`src/rtl/move_ctrl_seq.sv`:
```
// Control sequencer for the Datapath: fetch in T0-T2, then mfhi/mflo/nop/halt in T3.
// Every control output is a flop loaded from the decode of the next state.
module move_ctrl_seq #(
    parameter int MEM_WAIT = 1,
    parameter int CNT_W    = 16
) (
    input  logic             Clock,
    input  logic             Clear,
    input  logic             Stop,
    input  logic [31:0]      IR,
    output logic             IncPC,
    output logic             Read,
    output logic             PC_Out,
    output logic             MDR_Out,
    output logic             HI_Out,
    output logic             LO_Out,
    output logic             PC_In,
    output logic             MDR_In,
    output logic             MAR_In,
    output logic             IR_In,
    output logic             G_RA,
    output logic             R_In,
    output logic             Run,
    output logic             Illegal_Op,
    output logic [2:0]       State,
    output logic [CNT_W-1:0] Instr_Count
);

    typedef enum logic [2:0] {
        ST_RST  = 3'd0,
        ST_T0   = 3'd1,
        ST_T1   = 3'd2,
        ST_T2   = 3'd3,
        ST_T3   = 3'd4,
        ST_HALT = 3'd5
    } state_t;

    typedef struct packed {
        logic inc_pc;
        logic read;
        logic pc_out;
        logic mdr_out;
        logic hi_out;
        logic lo_out;
        logic pc_in;
        logic mdr_in;
        logic mar_in;
        logic ir_in;
        logic g_ra;
        logic r_in;
    } ctrl_t;

    localparam logic [4:0] OP_MFHI   = 5'b10111;
    localparam logic [4:0] OP_MFLO   = 5'b11000;
    localparam logic [4:0] OP_NOP    = 5'b11010;
    localparam logic [4:0] OP_HALT   = 5'b11011;
    localparam logic [3:0] WAIT_LAST = 4'(MEM_WAIT - 1);

    state_t           state_q, state_d;
    logic [3:0]       wait_q, wait_d;
    logic [4:0]       op_q, op_d;
    logic [CNT_W-1:0] count_q, count_d;
    ctrl_t            ctrl_q, ctrl_d;
    logic             run_q, run_d;
    logic             illegal_q, illegal_d;
    logic             unused_ir;

    assign unused_ir = ^IR[26:0];

    // The opcode is captured on T3 entry so the T3 strobes and the halt decision agree.
    always_comb begin
        state_d = state_q;
        wait_d  = wait_q;
        op_d    = op_q;
        count_d = count_q;
        case (state_q)
            ST_RST: state_d = ST_T0;
            ST_T0: begin
                state_d = ST_T1;
                wait_d  = '0;
            end
            ST_T1: begin
                if (wait_q == WAIT_LAST) begin
                    state_d = ST_T2;
                end else begin
                    wait_d = wait_q + 4'd1;
                end
            end
            ST_T2: begin
                state_d = ST_T3;
                op_d    = IR[31:27];
            end
            ST_T3: begin
                count_d = count_q + CNT_W'(1);
                if (op_q == OP_HALT || Stop) begin
                    state_d = ST_HALT;
                end else begin
                    state_d = ST_T0;
                end
            end
            ST_HALT: state_d = ST_HALT;
            default: state_d = ST_RST;
        endcase
    end

    always_comb begin
        ctrl_d    = '0;
        illegal_d = 1'b0;
        run_d     = (state_d == ST_T0) || (state_d == ST_T1) ||
                    (state_d == ST_T2) || (state_d == ST_T3);
        case (state_d)
            ST_T0: begin
                ctrl_d.pc_out = 1'b1;
                ctrl_d.mar_in = 1'b1;
                ctrl_d.inc_pc = 1'b1;
            end
            ST_T1: begin
                ctrl_d.read   = 1'b1;
                ctrl_d.mdr_in = 1'b1;
            end
            ST_T2: begin
                ctrl_d.mdr_out = 1'b1;
                ctrl_d.ir_in   = 1'b1;
            end
            ST_T3: begin
                case (op_d)
                    OP_MFHI: begin
                        ctrl_d.g_ra   = 1'b1;
                        ctrl_d.r_in   = 1'b1;
                        ctrl_d.hi_out = 1'b1;
                    end
                    OP_MFLO: begin
                        ctrl_d.g_ra   = 1'b1;
                        ctrl_d.r_in   = 1'b1;
                        ctrl_d.lo_out = 1'b1;
                    end
                    OP_NOP, OP_HALT: ;
                    default: illegal_d = 1'b1;
                endcase
            end
            default: ;
        endcase
    end

    always_ff @(posedge Clock) begin
        if (!Clear) begin
            state_q   <= ST_RST;
            wait_q    <= '0;
            op_q      <= '0;
            count_q   <= '0;
            ctrl_q    <= '0;
            run_q     <= 1'b0;
            illegal_q <= 1'b0;
        end else begin
            state_q   <= state_d;
            wait_q    <= wait_d;
            op_q      <= op_d;
            count_q   <= count_d;
            ctrl_q    <= ctrl_d;
            run_q     <= run_d;
            illegal_q <= illegal_d;
        end
    end

    assign IncPC       = ctrl_q.inc_pc;
    assign Read        = ctrl_q.read;
    assign PC_Out      = ctrl_q.pc_out;
    assign MDR_Out     = ctrl_q.mdr_out;
    assign HI_Out      = ctrl_q.hi_out;
    assign LO_Out      = ctrl_q.lo_out;
    assign PC_In       = ctrl_q.pc_in;
    assign MDR_In      = ctrl_q.mdr_in;
    assign MAR_In      = ctrl_q.mar_in;
    assign IR_In       = ctrl_q.ir_in;
    assign G_RA        = ctrl_q.g_ra;
    assign R_In        = ctrl_q.r_in;
    assign Run         = run_q;
    assign Illegal_Op  = illegal_q;
    assign State       = state_q;
    assign Instr_Count = count_q;

endmodule
```
`config.mk`:
```
export PLATFORM = sky130hd
export DESIGN_NAME = move_ctrl_seq
export DESIGN_NICKNAME = d
export VERILOG_FILES = /design/src/rtl/move_ctrl_seq.sv
export SDC_FILE = /design/constraint.sdc
export NUM_CORES = 1
export LEC_CHECK = 0
export BUFFER_PORTS_ARGS = -buffer_cell sky130_fd_sc_hd__buf_2
export CAP_MARGIN = 20
export CORE_ASPECT_RATIO = 0.75
export CORE_MARGIN = 4
export CORE_UTILIZATION = 53
export CTS_BUF_LIST = sky130_fd_sc_hd__clkbuf_4 sky130_fd_sc_hd__clkbuf_8
export DETAILED_ROUTE_END_ITERATION = 8
export PLACE_DENSITY_LB_ADDON = 0.1
export REMOVE_ABC_BUFFERS = 1
export SLEW_MARGIN = 20
export SYNTH_ARGS = -nofsm -noshare
export SYNTH_HDL_FRONTEND = slang
export SYNTH_SLANG_ARGS = --single-unit
```
`constraint.sdc`:
```
create_clock -name Clock -period 2.9 [get_ports Clock]
set_input_delay 0.29 -clock Clock [delete_from_list [all_inputs] [get_ports Clock]]
set_output_delay 0.29 -clock Clock [all_outputs]
set_load 0.01 [all_outputs]
```
**Word level (Yosys, flattened, before mapping)**

Cells that the tools add are included.

- Add/subtract/negate cells: 2
- Muxes and demuxes: 13
- Eq/ne operators: 15
- Reduce and logical (&&, ||, !) cells: 11

Operator list:

| operator | number |
|---|---|
| 5-bit == test, second input constant | 5 |
| 3-bit case mux with 6 select lines | 1 |
| 16-bit by 1-bit adder with 16-bit output, second input constant | 1 |
| 3-bit by 2-bit == test with 1-bit output, second input constant | 4 |
| 3-bit == test, second input constant | 3 |
| 4-bit case mux with 2 select lines | 1 |
| 3-bit by 1-bit == test with 1-bit output, second input constant | 2 |
| 1-bit 2-to-1 mux | 6 |
| 3-bit 2-to-1 mux | 2 |
| 5-bit 2-to-1 mux | 1 |
| 4-bit by 1-bit adder with 4-bit output, second input constant | 1 |
| 4-bit logical NOT | 1 |
| 1-bit logical OR | 4 |
| 4-bit 2-to-1 mux | 1 |
| 2-bit AND reduction | 2 |
| 4-bit OR reduction | 1 |
| 3-bit logical NOT | 1 |
| 2-bit 2-to-1 mux | 1 |
| 2-bit inequality test, second input constant | 1 |
| 2-bit nonzero test | 1 |
| 2-bit OR reduction | 1 |

- Input bits: 35
- Register bits after elaboration: 38
- Output and inout port bits: 33

**Longest topological paths before layout**

Gate-level depths: netlist of run 1.

- Word-level depth: 8
- Depth in mapped cells: 6
- Mapped depth without buffers: 6

**Least setup slack after synthesis of run 1**

OpenSTA, ideal clock, no wires.

- Path kind: register to register
- From: reg wait_q[0]
- To: reg wait_q[2]
- Clock period less this slack: 1.621 ns
- Slack: 1.279 ns
- Buffers on the path: 0
- Data required time: 2.840 ns
- Stages on the path, launching flop included: 7
- Arrival time: 1.561 ns
- Cells stage by stage: dfxtp_1 > inv_1 > ha_1 > or3b_2 > a21boi_1 > or4b_2 > nand2_1

- Cells in the longest elaborated chain, start to end: 3
- Elaborated cells between the ends (all ways): 6
- Those cells by class: add/sub: 1; eq/ne: 1; mux: 2; reduce/logical: 2

RTL lines:

| element | RTL line | text |
|---|---|---|
| from (decl) | 60 | `logic [3:0] wait_q, wait_d;` |
| from (signal assigned) | 156 | `wait_q <= wait_d;` |
| 4-bit by 1-bit adder with 4-bit output or 4-bit logical NOT (tied branches) | 86, 83 |  |
| 4-bit 2-to-1 mux or 2-bit inequality test (tied branches) | - |  |
| 4-bit case mux with 2 select lines or 2-bit AND reduction (tied branches) | - |  |

Several ways; a longest one is shown, not always the timed one. The select of a mux whose other input is x is not followed.
A chain may end at the register's enable or synchronous reset.

**Worst setup path in the final report of run 1**

- From: reg state_q[2] (netlist: State[2])
- To: reg count_q[15] (netlist: Instr_Count[15])

- Cells in the longest elaborated chain, start to end: 1

RTL lines:

| element | RTL line | text |
|---|---|---|
| from (decl) | 59 | `state_t state_q, state_d;` |
| from (signal assigned) | 155 | `state_q <= state_d;` |
| 3-bit == test | 76 | `case (state_q)` |
| to (signal assigned) | 158 | `count_q <= count_d;` |
| to (decl) | 62 | `logic [CNT_W-1:0] count_q, count_d;` |

Every way passes these cells.

==> metrics.yaml, run 1 <==
crit_path_max_fanout: 13
vias: 1330
drv_slew: 0
finalHoldViolCount: 0
cts_resized: 0
setup_viol: 0
core-area_um2: 2957
clockBufferDepth: 2
yosysSeqAreaShare_pct: 43.74
tritoncts: "built"
required_ps: 3120
status: "finished clean"
peakVddDrop_mv: 0.4684
power_leakage_uw: 0.0008190
rsz0062_at_grt: "false"
cts_setup_buffers: 0
clock.fmax_mhz: 555.6
initial_utilization_pct: 55.73
netlist_instances: 175
clock_skew_ps: 5.610
area_growth_pct: 17.01
cts_htree_levels: 2
syn_area_um2: 1648
finalSetupTns_ps: 0
final_cell_mix: "buf_2 (39), dfxtp_1 (36), nand2_1 (13)"
worstSkewPairLatency_ps: 280
grt_max_degree: 35
rows: 17
clock-sinks: 36
final_nets: 247
diodes: 0
drt_iter0_drc: 75
grt-ovfl-total: 0
ys_async_sr_fraction_pct: 0
ant_nets: 0
start_kind: "register"
ys_types: 38
hold_buffers: 0
period_needed_ps: 1800
p_per_area_nw_per_um2: 535.1
crit_arrival_ps: 2020
yosys_warnings: 0
finalPower_uw: 1032
setup_ws_ps: 1100
cap_violations: 0
wl_per_cell_um: 13.48
ys.flop_type: "dfxtp_1"
antenna_found_initial: 0
critPathCaptureType: "register"
min-delay-path-class: "input pin to register"
clkTransAtPathRegs_ps: 70
wl_um: 3344
cts-root-buf: "clkbuf_8"
drcViolationCount: 0
grt_usage_pct: 17.71
tightestPinTransition_ps: 503.4
max-slew-margin-rel_pct: 66.44
fp.dieArea_um2: 4075
vias_per_cell: 5.363
synth-seq-cells: 36
postSynthAreaPerCell_um2: 9.416
hpwl_um: 2392
layout-drive-gt1-share_pct: 25.71
critPathKind: "register to register"
fin_crit_sh_pct: 62.06
synth-edff-count: 0
gp_congestion: 0.7402
first_pass_iters: 4
port_buffers: 39
die_h_um: 56.29
pre_cts_slack_ps: 1129
layout_commonest_cell: "buf_2"
die_w_um: 72.39
ioPinCount: 68
grt_pass1_vias: 1267
grt_first_pass_wirelength_um: 5609
numCtsBuffers: 5
## metrics by stage
| stage | cells | hold WS, ps | instance area [um2] | utilization (%) |
|---|---|---|---|---|
| 3_3_place_gp | 240 | 461.3 | 1817 | 61.45 |
| 3_5_place_dp | 240 | 490.2 | 1817 | 61.45 |
| 4_1_cts | 248 | 191.7 | 1928 | 65.21 |
| 6_report | 248 | 204.9 | 1928 | 65.21 |
| 5_1_grt | 248 | 191.0 | 1928 | 65.21 |
| 2_1_floorplan | 163 | 378.7 | 1574 | - |
## report_power, final
group | total, uW | internal (uW) | switching (uW)
logic | 74.3 | 33.7 | 40.6
registers | 519 | 505 | 14.2
clock network | 438 | 264 | 174
total | 1030 | 803 | 228
## routing by layer
layer	track usage [%]	wire length (um)	vias up	part of all wire, %
li1	-	-	663	-
met1	21.63	1549	623	46
met2	28.02	1503	40	45
met3	7.156	260	4	7.8
met4	6.316	30	0	0.90
met5	0	0	-	0
## cell type report
cell class	count	area (um2)
well taps	38	47.55
clock buffers	6	76.32
repair buffers	39	195.2
inverters	4	15.01
clock inverters	2	35.03
multi-input cells	123	838.3
fillers	260	1028
flip-flops and latches	36	720.7
## state kept, by name, summed over array words and instances (netlist names), 3 cells and up
signal and cells:
State 3, wait_q 4, op_q 5, Instr_Count 16
## worst max-delay path, stage by stage, from the launching register on
cell and delay [ps]:
dfxtp_1 560, nor3b_4 430, nand3_2 200, or3_1 390, a21boi_1 150
## cell families (layout without fill, tap and decap cells)
| logic type | after synthesis | in the layout | synth area share, % |
|---|---|---|---|
| AOI/OAI and AO/OA | 24 | 24 | 9.644 |
| and+or+nand+nor | 77 | 77 | 28.47 |
| muxes | 9 | 9 | 5.467 |
| xor gates and xnor gates | 9 | 9 | 4.784 |
| buffers and inverters | 16 | 51 | 5.391 |
| other | 1 | 1 | 0.2276 |
| adders and majority gates | 3 | 3 | 2.278 |
| DFF | 36 | 36 | 43.74 |
## Yosys cell counts, types with 3 or more instances
cell type / instances / area, um2
dfxtp_1: 36 / 720.7
nand2_1: 13 / 48.80
and2_1: 10 / 62.56
nor2b_1: 10 / 62.56
mux2i_1: 9 / 90.09
nand2b_1: 8 / 50.05
xnor2_1: 8 / 70.07
buf_4: 7 / 52.55
o21ai_0: 6 / 30.03
a21boi_1: 5 / 37.54
nand3_1: 5 / 25.02
nor2_1: 5 / 18.77
or3_1: 5 / 31.28
a21oi_1: 4 / 20.02
and3_1: 4 / 25.02
inv_1: 4 / 15.01
nand4_1: 4 / 25.02
clkbuf_1: 3 / 11.26
ha_1: 3 / 37.54
o31ai_1: 3 / 22.52
## worst paths after layout
path                            slack [ps]            start              end  depth (start not counted)
worst max-delay path                  1100         State[2]  Instr_Count[15]                          4
worst min-delay path                   200           IR[31]       Illegal_Op                          2
worst max register to register        1100         State[2]  Instr_Count[15]                          4
worst min register to register         490  Instr_Count[13]  Instr_Count[13]                          2
Power figures use the tool's default switching activity.
==> run 2, diff against run 1 <==
- CORE_UTILIZATION: 53 -> 49
- clock period: 2.9 -> 1.8 ns (I/O delays scaled with it)
==> metrics.yaml, run 2 (synthesis results as in run 1) <==
grt-ovfl-total: 0
fin_cells: 254
clock.fmax_mhz: 592.0
layout-drive-gt1-share_pct: 28.24
slowest_delay_ps: 630
final_nets: 253
crit_path_max_fanout: 5
hold_depth: 2
tritoncts: "built"
fp.dieArea_um2: 4364
wl_per_cell_um: 13.14
vias_per_cell: 5.319
clockBufferDepth: 2
fin_area_um2: 1977
numCtsBuffers: 5
grt_first_pass_wirelength_um: 5368
setup_viol: 0
fin_hold_ws_ps: 80.17
cts-root-buf: "clkbuf_8"
nFillCells: 261
cap_violations: 0
register_area_um2: 720.7
gp_congestion: 0.7371
start_kind: "register"
core-area_um2: 3084
initial_utilization_pct: 53.43
placed_area_um2: 1862
area_growth_pct: 19.97
min-delay-path-class: "input pin to register"
setup_ws_ps: 110.8
crit_arrival_ps: 1930
final_cell_mix: "buf_2 (39), dfxtp_1 (36), nand2_1 (13)"
power_leakage_uw: 0.0008470
drcViolationCount: 0
peakVddDrop_mv: 0.5164
die_w_um: 74.96
antenna_found_initial: 0
period_needed_ps: 1689
slowest_stage: "or4b_2"
finalHoldViolCount: 0
ff2ff_path_depth: 6
first_pass_iters: 4
port_buffers: 39
pre_cts_slack_ps: 72.75
grt_max_degree: 34
ant_nets: 0
r2r_slack_ps: 110
cts_resized: 0
crit_chain: "inv_1 -> ha_1 -> or3b_2 -> a21boi_2 -> or4b_2 -> nand2_1"
grt_usage_pct: 16.26
placed_cells: 246
rows: 17
diodes: 0
clock-sinks: 36
hold_buffers: 0
largest_reg_flops: 16
wl_um: 3337
critPathCaptureType: "register"
clock_skew_ps: 4.838
p_per_area_nw_per_um2: 848.0
grt_pass1_vias: 1214
fin_crit_sh_pct: 93.84
hpwl_um: 2402
finalSetupTns_ps: 0
status: "finished clean"
clkTransAtPathRegs_ps: 80
drt_iter0_drc: 79
cts_setup_buffers: 0
cts_htree_levels: 2
drv_slew: 0
layout_commonest_cell: "buf_2"
die_h_um: 58.22
ioPinCount: 68
rsz0062_at_grt: "false"
worstSkewPairLatency_ps: 290
required_ps: 2040
critPathKind: "register to register"
vias: 1351
multi_input_area_um2: 842.1
run 2: area by class of cell:
cell class | instances | area share, %
clock buffers | 5 | 3.481
clock inverters | 3 | 2.152
inverters | 4 | 0.7595
multi-input cells | 123 | 42.59
flip-flops and latches | 36 | 36.46
well taps | 38 | 2.405
repair buffers | 45 | 12.15
run 2: through the flow:
stage	power [uW]	util, %
2_1_floorplan	922.2	-
3_3_place_gp	979.7	60.37
3_5_place_dp	983.1	60.37
4_1_cts	1693	63.98
5_1_grt	1744	64.10
6_report	1676	64.10
run 2: final timing paths:
path / start / end
worst max-delay path: wait_q[1] / wait_q[2]
worst min-delay path: IR[31] / Illegal_Op
worst max register to register: wait_q[1] / wait_q[2]
worst min register to register: Instr_Count[15] / Instr_Count[15]
run 2: report_power, final:
| group | internal, uW | leakage (uW) | switching (uW) | total (uW) |
|---|---|---|---|---|
| clock network | 410 | 0.0000541 | 302 | 711 |
| registers | 814 | 0.000292 | 16.2 | 830 |
| logic | 62.1 | 0.000501 | 73.1 | 135 |
run 2: critical path, delay by kind of cell (launching register included):
kind                     cells  cell delay (ps)
adder cells (fa/ha/maj)      1              170
flip-flops                   1              380
AO/OA/AOI/OAI                1               90
buffers and inverters        1               60
AND/OR/NAND/NOR              3              930
run 2: routing by layer:
layer	up-vias	global-route usage, %	share of wire [%]
met5	-	0	0
met4	0	9.391	1.9
met3	7	5.199	8.0
met2	46	22.70	40
met1	615	21.75	50
li1	683	-	-
==> run 3, diff against run 2 <==
- REMOVE_ABC_BUFFERS: 1 -> not set
- clock period: 1.8 -> 1.7 ns (I/O delays scaled with it)
==> metrics.yaml, run 3 (synthesis results as in run 1) <==
area_growth_pct: 21.79
diodes: 0
worstHoldStart: "IR[31]"
fin_cells: 256
port_buffers: 39
cts_htree_levels: 2
final_nets: 256
finalHoldViolCount: 0
syn_nets: 213
clock_skew_ps: 6.078
fin_hold_ws_ps: 89.93
power_leakage_uw: 0.0008675
largest_reg_flops: 16
die_w_um: 74.96
drt_iter0_drc: 73
gp_congestion: 0.7183
vias_per_cell: 5.215
worstSkewPairLatency_ps: 290
cap_violations: 0
first_pass_iters: 4
min-delay-path-class: "input pin to register"
drv_slew: 0
setup_ws_ps: 110.5
r2r-start: "wait_q[0]"
drcViolationCount: 0
antenna_found_initial: 0
ioPinCount: 68
crit_arrival_ps: 1810
fp.dieArea_um2: 4364
layout_commonest_cell: "buf_2"
core-area_um2: 3084
numCtsBuffers: 5
clockBufferDepth: 2
clkTransAtPathRegs_ps: 70
grt_max_degree: 34
status: "finished clean"
hpwl_um: 2489
period_needed_ps: 1589
hold_buffers: 0
start_kind: "register"
vias: 1335
grt_usage_pct: 17.40
die_h_um: 58.22
peakVddDrop_mv: 0.5606
finalCoreUtilization_pct: 65.07
setup_viol: 0
clock.fmax_mhz: 629.1
grt_first_pass_wirelength_um: 5699
ant_nets: 0
wl_per_cell_um: 13.16
grt-ovfl-total: 0
grt_pass1_vias: 1252
rsz0062_at_grt: "false"
wl_um: 3370
crit_path_max_fanout: 5
rows: 17
critPathCaptureType: "register"
cts-root-buf: "clkbuf_8"
final_cell_mix: "buf_2 (39), dfxtp_1 (35), nand2_1 (13)"
crit_path_start: "wait_q[0]"
pre_cts_slack_ps: -21.22
cts_setup_buffers: 0
layout-drive-gt1-share_pct: 29.36
critPathKind: "register to register"
clock-sinks: 36
p_per_area_nw_per_um2: 839.5
initial_utilization_pct: 53.43
required_ps: 1920
placed_cells: 249
fin_crit_sh_pct: 93.50
tritoncts: "built"
## run 3: final cells by class
| type | instances | area, um2 |
|---|---|---|
| Clock buffer | 7 | 96.34 |
| Timing Repair Buffer | 48 | 262.8 |
| Sequential cell | 36 | 721.9 |
| Fill cell | 254 | 1077 |
| Multi-Input combinational cell | 123 | 863.3 |
| Tap cell | 38 | 47.55 |
| Inverter | 4 | 15.01 |
## run 3: worst max-delay path, stage by stage (launching register included)
cell and delay [ps]:
dfxtp_2 330, inv_1 50, ha_1 180, or3b_4 250, a21boi_4 70, or4_1 470
a21boi_0 170
## run 3: routing by layer
metal  GRT usage (%)  wire [um]
met1           22.41       1634
met2           25.56       1477
met3           5.719        196
met4           9.391         62
met5               0          0
## run 3: where the power goes
part	switching, uW	internal (uW)
Combinational	82.1	71.1
Clock	293	361
Sequential	16.0	862
Total	391	1290
## run 3: what timing repair did
action	CTS	global route
endpoints found under the setup margin	2	7
endpoints found under the hold margin	0	0
pin swaps	0	1
gates resized for setup	1	5
## run 3: worst paths after layout
| check | depth (start not counted) | slack, ps | endpoint |
|---|---|---|---|
| setup / recovery | 6 | 110 | wait_q[3] |
| hold / removal | 2 | 90 | Illegal_Op |
| setup reg to reg | 6 | 110 | wait_q[3] |
| hold reg to reg | 2 | 480 | Instr_Count[15] |
## run 3: stage by stage
stage / setup TNS [ps] / power [uW] / area (um2)
2_1_floorplan: 0 / 999.9 / 1648
3_3_place_gp: 0 / 1041 / 1884
3_5_place_dp: -21.22 / 1045 / 1884
4_1_cts: 0 / 1698 / 1984
5_1_grt: 0 / 1762 / 2007
6_report: 0 / 1685 / 2007
